$ cat src/rtl/bcd_pkg.sv
// Shared constants, FSM state type and digit helpers for the serial packed-BCD adder/subtractor.
package bcd_pkg;

  localparam int BCD_DIGIT_W = 4;
  localparam int BCD_MAX     = 9;
  localparam int BCD_CORR    = 6;

  typedef enum logic [1:0] {
    IDLE = 2'd0,
    RUN  = 2'd1,
    DONE = 2'd2
  } state_t;

  // For an invalid digit (10..15) the 4-bit wrap also yields a value above 9.
  function automatic logic [BCD_DIGIT_W-1:0] nines_comp(input logic [BCD_DIGIT_W-1:0] digit);
    return BCD_DIGIT_W'(BCD_MAX) - digit;
  endfunction

endpackage

$ cat src/rtl/bcd_digit_adder.sv
// One decimal digit of corrected BCD addition: s = (a + b + ci) folded back into 0..9 with carry.
module bcd_digit_adder
  import bcd_pkg::*;
(
  input  logic [BCD_DIGIT_W-1:0] a,
  input  logic [BCD_DIGIT_W-1:0] b,
  input  logic                   ci,
  output logic [BCD_DIGIT_W-1:0] s,
  output logic                   co,
  output logic                   bad
);

  logic [BCD_DIGIT_W:0]   w_t;
  logic [BCD_DIGIT_W-1:0] w_corr;
  logic                   w_gt;

  assign w_t    = {1'b0, a} + {1'b0, b} + {{BCD_DIGIT_W{1'b0}}, ci};
  assign w_gt   = (w_t > (BCD_DIGIT_W+1)'(BCD_MAX));
  assign w_corr = w_t[BCD_DIGIT_W-1:0] + BCD_DIGIT_W'(BCD_CORR);

  assign s   = w_gt ? w_corr : w_t[BCD_DIGIT_W-1:0];
  assign co  = w_gt;
  assign bad = (a > BCD_DIGIT_W'(BCD_MAX)) | (b > BCD_DIGIT_W'(BCD_MAX));

endmodule

$ cat src/rtl/bcd_serial_addsub.sv
// Digit-serial packed-BCD adder/subtractor: one digit per clock, LS digit first,
// valid/ready on both sides, no overlap between operations.
module bcd_serial_addsub
  import bcd_pkg::*;
#(
  parameter  int NDIGITS = 4,
  localparam int W       = BCD_DIGIT_W * NDIGITS
) (
  input  logic         clk,
  input  logic         rst,
  input  logic         in_valid,
  output logic         in_ready,
  input  logic [W-1:0] a,
  input  logic [W-1:0] b,
  input  logic         sub,
  input  logic         cin,
  output logic         out_valid,
  input  logic         out_ready,
  output logic [W-1:0] sum,
  output logic         cout,
  output logic         err
);

  localparam int CNT_W = (NDIGITS > 1) ? $clog2(NDIGITS) : 1;

  state_t                 r_state;
  state_t                 w_next;
  logic [CNT_W-1:0]       r_cnt;
  logic [W-1:0]           r_a;
  logic [W-1:0]           r_b;
  logic                   r_sub;
  logic                   r_carry;
  logic [W-1:0]           r_sum;
  logic                   r_cout;
  logic                   r_err;

  logic                   w_accept;
  logic                   w_last;
  logic [BCD_DIGIT_W-1:0] w_bd;
  logic [BCD_DIGIT_W-1:0] w_digit;
  logic                   w_co;
  logic                   w_bad;
  logic [W-1:0]           w_sum_shift;

  assign in_ready  = (r_state == IDLE);
  assign out_valid = (r_state == DONE);
  assign sum       = r_sum;
  assign cout      = r_cout;
  assign err       = r_err;

  assign w_accept = in_valid && (r_state == IDLE);
  assign w_last   = (r_cnt == CNT_W'(NDIGITS - 1));

  assign w_bd = r_sub ? nines_comp(r_b[BCD_DIGIT_W-1:0]) : r_b[BCD_DIGIT_W-1:0];

  bcd_digit_adder u_digit (
    .a   (r_a[BCD_DIGIT_W-1:0]),
    .b   (w_bd),
    .ci  (r_carry),
    .s   (w_digit),
    .co  (w_co),
    .bad (w_bad)
  );

  // New digit enters at the MS end so digit 0 ends up at sum[3:0] after NDIGITS shifts.
  assign w_sum_shift = (r_sum >> BCD_DIGIT_W) | (W'(w_digit) << (W - BCD_DIGIT_W));

  always_comb begin
    w_next = r_state;
    case (r_state)
      IDLE:    if (in_valid) w_next = RUN;
      RUN:     if (w_last)   w_next = DONE;
      DONE:    if (out_ready) w_next = IDLE;
      default: w_next = IDLE;
    endcase
  end

  always_ff @(posedge clk or posedge rst) begin
    if (rst) r_state <= IDLE;
    else     r_state <= w_next;
  end

  always_ff @(posedge clk or posedge rst) begin
    if (rst) begin
      r_cnt   <= '0;
      r_carry <= 1'b0;
      r_sum   <= '0;
      r_cout  <= 1'b0;
      r_err   <= 1'b0;
    end else if (w_accept) begin
      r_cnt   <= '0;
      r_carry <= sub ? ~cin : cin;
      r_sum   <= '0;
      r_err   <= 1'b0;
    end else if (r_state == RUN) begin
      r_cnt   <= r_cnt + CNT_W'(1);
      r_carry <= w_co;
      r_sum   <= w_sum_shift;
      r_err   <= r_err | w_bad;
      if (w_last) r_cout <= w_co;
    end
  end

  // Operand shift registers carry no reset; they are always loaded on accept.
  always_ff @(posedge clk) begin
    if (w_accept) begin
      r_a   <= a;
      r_b   <= b;
      r_sub <= sub;
    end else if (r_state == RUN) begin
      r_a <= r_a >> BCD_DIGIT_W;
      r_b <= r_b >> BCD_DIGIT_W;
    end
  end

endmodule

$ cat config.mk
export PLATFORM = sky130hd
export DESIGN_NAME = bcd_serial_addsub
export DESIGN_NICKNAME = d
export VERILOG_FILES = /design/src/rtl/bcd_pkg.sv /design/src/rtl/bcd_digit_adder.sv /design/src/rtl/bcd_serial_addsub.sv
export SDC_FILE = /design/constraint.sdc
export NUM_CORES = 1
export LEC_CHECK = 0
export CORE_ASPECT_RATIO = 0.75
export CORE_MARGIN = 4
export CORE_UTILIZATION = 54
export CTS_CLUSTER_DIAMETER = 120
export CTS_CLUSTER_SIZE = 10
export DETAILED_ROUTE_END_ITERATION = 10
export PLACE_DENSITY = 0.89
export SLEW_MARGIN = 0
export SYNTH_ARGS = -nofsm -noshare
export SYNTH_HDL_FRONTEND = slang
export SYNTH_SLANG_ARGS = --single-unit
$ cat constraint.sdc
create_clock -name clk -period 6.8 [get_ports clk]
set_input_delay 0.68 -clock clk [delete_from_list [all_inputs] [get_ports clk]]
set_output_delay 0.68 -clock clk [all_outputs]
set_load 0.03 [all_outputs]
-- After elaboration in Yosys (flattened, before gate mapping)
Cells that the tools add are included.
- register bits: 56
- bits in latches: 0
- memory bits (writable): 0
- ROM bits: 0
- input port bits: 38
- output and inout port bits: 20
- logic and storage cells: 52
- memories kept: 0
- add/sub/neg operators: 5
- $mul: 0
- div/mod/pow operators: 0
- order comparisons: 3
- equal/unequal tests: 6
- shift operators: 0
- muxes and demuxes: 19
- bitwise operators: 5
- reductions and logical operators: 5
- operators with widths (cell ; number):
    $mux W16 ; 6
    $or A12 B16 Y16 ; 1
    $mux W2 ; 5
    $gt A4 B4 Y1 const B ; 2
    $mux W4 ; 2
    $pmux W2 S3 ; 1
    $reduce_and A3 Y1 ; 2
    $add A4 B4 Y5 ; 1
    $add A5 B1 Y5 ; 1
    $gt A5 B4 Y1 const B ; 1
    $mux W1 ; 5
    $add A4 B3 Y4 const B ; 1
    $eq A2 B2 Y1 const B ; 2
    $ne A2 B2 Y1 const B ; 2
    $sub A4 B4 Y4 const A ; 1
    $add A2 B1 Y2 const B ; 1
    $eq A2 B1 Y1 const B ; 1
    $logic_not A2 Y1 ; 1
    $ne A2 B1 Y1 const B ; 1
    $not A1 Y1 ; 2
    $or A1 B1 Y1 ; 2
    $reduce_bool A2 Y1 ; 1
    $logic_and A1 B1 Y1 ; 1

-- Logic depth before layout (Yosys ltp)
- word-level depth: 9
- mapped depth: 13
- mapped depth without buffers: 13

-- Cells and area by module
A second synthesis with hierarchy kept.
- cells, all modules: 254
- area, all modules: 2590.0 sq um
- by module, submodules not included (module ; times used ; cells each ; area each (sq um) ; sequential area each (sq um)):
    bcd_serial_addsub ; 1 ; 229 ; 2364.8 ; 1566.5
    bcd_digit_adder ; 1 ; 25 ; 225.2 ; 0.0

-- Worst setup path after synthesis
OpenSTA, ideal clock, no wires.
- path type: register to register
- start: reg r_sub
- end: reg r_sum[13] (netlist: sum[13])
- data arrival time: 2.689 ns
- setup slack: 3.990 ns
- stages on the path, launching flop included: 13
- path buffers: 0
- period minus slack after synthesis: 2.810 ns
- path through: edfxtp_1 -> xnor2_1 -> fa_1 -> inv_1 -> fa_1 -> xor2_2 -> inv_1 -> ha_1 -> nand2_1 -> o31ai_2 -> or3b_4 -> a21o_1 -> a32o_1
- longest elaborated chain between the ends: 8
- ends and longest elaborated chain (element ; RTL line ; text):
    start, declared ; bcd_serial_addsub.sv:31 ; logic r_sub;
    start signal, assigned ; bcd_serial_addsub.sv:109 ; r_sub <= sub;
    $mux W4 (*) ; bcd_serial_addsub.sv:54 ; assign w_bd = r_sub ? nines_comp(r_b[BCD_DIGIT_W-1:0]) : r_b[BCD_DIGIT_W-1:0];
    $add A4 B4 Y5 (*) ; bcd_digit_adder.sv:17 ; assign w_t = {1'b0, a} + {1'b0, b} + {{BCD_DIGIT_W{1'b0}}, ci};
    $add A5 B1 Y5 (*) ; bcd_digit_adder.sv:17 ;
    $add A4 B3 Y4 / $gt A5 B4 Y1 (equally long branches) ; bcd_digit_adder.sv:19, bcd_digit_adder.sv:18 ;
    $mux W4 (*) ; bcd_digit_adder.sv:21 ; assign s = w_gt ? w_corr : w_t[BCD_DIGIT_W-1:0];
    $or A12 B16 Y16 (*) ; bcd_serial_addsub.sv:66 ; assign w_sum_shift = (r_sum >> BCD_DIGIT_W) | (W'(w_digit) << (W - BCD_DIGIT_W));
    $mux W16 (*) ; bcd_serial_addsub.sv:95 ; end else if (r_state == RUN) begin
    $mux W16 (*) ; bcd_serial_addsub.sv:90 ; end else if (w_accept) begin
    end signal, assigned ; bcd_serial_addsub.sv:98 ; r_sum <= w_sum_shift;
    end, declared ; bcd_serial_addsub.sv:33 ; logic [W-1:0] r_sum;
Mark *: on every way between the ends. The rest lies on a longest branch, timed or not. The select of a mux whose other input is x is not followed.
A chain may end at the register's enable or synchronous reset.

-- Final worst setup path
- start: in in_valid
- end: reg r_a[0] (enable)
- longest elaborated chain between the ends: 2
- ends and longest elaborated chain (element ; RTL line ; text):
    start, declared ; bcd_serial_addsub.sv:11 ; input logic in_valid,
    $logic_and A1 B1 Y1 ; bcd_serial_addsub.sv:51 ; assign w_accept = in_valid && (r_state == IDLE);
    $reduce_bool A2 Y1 (no source line) ; - ;
    end signal, assigned ; bcd_serial_addsub.sv:111 ; r_a <= r_a >> BCD_DIGIT_W;
    end, declared ; bcd_serial_addsub.sv:29 ; logic [W-1:0] r_a;
Every way passes these cells.

==> results.py <==
metrics = {
    "status": {
        "status": "finished clean",
    },
    "finish": {
        "fill_cells": 339,
        "antenna_cells": 0,
        "drive_gt1_share_pct": 4.430,
        "seqCellArea_mm2": 0.001567,
        "fin_cells": 373,
        "final_nets": 361,
        "multi_input_area_um2": 958.4,
        "syn2layout_area_growth_pct": 26.45,
    },
    "yosys": {
        "synth_edf_count": 33,
        "synthArstFlopShare_pct": 41.07,
        "syn_nets": 307,
        "synth.area.top_cells": "edfxtp_1, dfrtp_1, nand2_1, o21ai_0, ha_1",
        "ys_seq_area_share_pct": 59.99,
        "yosysTopAreaCell": "edfxtp_1",
        "yosysMostFrequentCell": "nand2_1",
        "syn_inst": 261,
        "ys_seq_elements": 56,
        "ys_top_cells_by_count": "nand2_1, edfxtp_1, dfrtp_1, o21ai_0, inv_1",
        "yosysUniqueCellTypes": 33,
        "yosys_warnings": 0,
        "postSynthAreaPerCell_um2": 10.00,
        "yosysTopAreaCellShare_pct": 37.95,
        "synthFlopType": "edfxtp_1",
        "netlist_area_mm2": 0.002611,
    },
    "clock_network": {
        "numCtsBuffers": 5,
        "cts_setup_buffers": 0,
        "ctsHoldBuffers": 0,
        "htreeDepth": 2,
        "clock_sinks": 56,
        "postCtsResizedCells": 0,
        "clock-root-buffer": "clkbuf_8",
        "cts_tree": "yes",
        "cts.path.max_buffers": 2,
        "path_clk_slew_ps": 100,
        "clock_latency_ps": 300,
    },
    "global_routing": {
        "grt_pass1_vias": 2017,
        "grt_max_degree": 40,
        "track_usage_pct": 19.87,
        "antenna_found_initial": 0,
        "globalRouteOverflowTotal": 0,
        "grt_pass1_wl_mm": 9.094,
    },
    "routing": {
        "num_vias": 1977,
        "wl_per_cell_um": 15.06,
        "drt_first_iter_violations": 168,
        "drc": 0,
        "wirelength_mm": 5.619,
        "drt_pass1_iterations": 4,
        "viasPerCell": 5.300,
        "ant_nets": 0,
    },
    "sta": {
        "hold_viol": 0,
        "fin_crit_ps": 4214,
        "fin_skew_ps": 17.62,
        "slew_headroom_pct": 21.11,
        "maxSlewViolCount": 0,
        "rsz0062_at_grt": "false",
        "finalCritPeriodShare_pct": 61.96,
        "max_slew.worst_pin.slew_ps": 1182,
        "fmax_mhz": 237.3,
        "fin_tns_setup_ps": 0,
        "setup_viol": 0,
    },
    "placed_design": {
        "globalplace.congestion": 0.7448,
        "dp_hpwl_mm": 4.222,
        "port_buffers": 57,
        "placed_cells": 365,
    },
    "worst_hold_path": {
        "hold_path.class": "register to register",
        "hold_end": "r_b[5]",
        "min_from": "r_b[9]",
        "hold_path_depth": 2,
    },
    "floorplan": {
        "ios": 58,
        "row_count": 21,
        "die_h_um": 68.22,
        "start_util_pct": 57.12,
        "dieArea_mm2": 0.006023,
        "die_w_um": 88.30,
        "floorplan.core_area_mm2": 0.004572,
    },
    "power": {
        "leakage_nw": 1.452,
        "irDropWorstVdd_mv": 0.4072,
        "power.density_mw_per_mm2": 568.9,
        "p_total_mw": 1.878,
    },
    "job": {
        "cap_violations": 0,
    },
    "critical_path": {
        "regToRegEndpoint": "r_a[0]",
        "r2r_slack_ps": 2840,
        "endpoint_kind": "register",
        "reg2regPathDepth": 5,
        "arrival_ps": 4120,
        "startpoint_type": "primary input",
        "criticalPathCategory": "primary input to register",
        "r2r_start": "r_state[0]",
        "critPathMaxFanout": 39,
        "cp_data_required_time_ps": 6710,
    },
}
-- area by class of cell --
type / instances / share of cell area (%)
clock inverters: 2 / 0.4168
well taps: 57 / 2.160
clock buffers: 6 / 2.198
repair buffers: 58 / 17.51
multi-input cells: 183 / 29.03
flip-flops and latches: 56 / 47.44
inverters: 11 / 1.250
-- report_power, final --
part           switching (mW)  total [mW]  internal (mW)
sequential             0.0929       0.682          0.589
combinational           0.617        1.02          0.401
clock                   0.104       0.178         0.0737
-- cell usage in the layout (no fill, tap or decap), types with 2 or more instances in the layout --
cell type and count:
clkdlybuf4s50_1 57, xnor2_1 3, edfxtp_1 33, nand2_1 103, ha_1 6, nand3_1 2
o21ai_0 21, nor2b_1 2, nor2_1 6, a21oi_1 7, mux2i_1 2, nand3b_1 2
inv_1 11, dfrtp_1 23, fa_1 2, and3_1 8, a22oi_1 2, a22o_1 2
nand2b_1 2, clkbuf_8 5
-- layer usage --
layer | wire [um] | vias up | track usage (%)
met5 | 0 | - | 0
met1 | 2383 | 946 | 24.94
met3 | 277 | 4 | 4.091
met4 | 23 | 0 | 3.396
li1 | - | 977 | -
met2 | 2934 | 50 | 36.29
-- through the flow --
step	hold WS [ps]	worst slack, ps	cell area [um2]	utilization [%]
2_1_floorplan	467.7	3990	2611	-
3_3_place_gp	488.0	2411	3216	70.33
5_1_grt	538.2	2136	3302	72.22
4_1_cts	524.0	2539	3302	72.22
3_5_place_dp	498.8	2245	3216	70.33
6_report	525.2	2587	3302	72.22
-- worst max-delay path by stage --
| stage | start | depth (start not counted) | slack [ps] | end |
|---|---|---|---|---|
| after floorplan | r_sub | 12 | 3990 | sum[13] |
| after global placement | in_valid | 5 | 2410 | r_a[12] |
| after detailed placement | in_valid | 5 | 2250 | r_a[12] |
| after CTS | in_valid | 5 | 2540 | r_b[0] |
| after global routing | in_valid | 5 | 2140 | r_a[0] |
| final | in_valid | 5 | 2590 | r_a[0] |
-- kinds of logic (layout without fill, tap and decap cells) --
family	Yosys count	in the layout	share of synthesized area (%)
buffers and inverters	22	77	3.306
XOR/XNOR	4	4	1.629
AND/OR/NAND/NOR	129	129	20.65
multiplexers	2	2	0.7667
flip-flops	56	56	59.99
adder cells (fa/ha/maj)	8	8	4.408
AO/OA/AOI/OAI	40	40	9.248
-- critical path, cell delays in order --
cell and delay (ps):
clkdlybuf4s50_1 610, nand2_1 530, inv_1 1020, nor2_1 300, inv_1 940
-- registers in the layout (all words and copies together) (netlist names) --
name,cells
sum,16
err,1
r_a,16
r_b,16
cout,1
r_carry,1
r_state,2
r_cnt,2
r_sub,1
No activity file was read; power rests on OpenSTA's default activity.
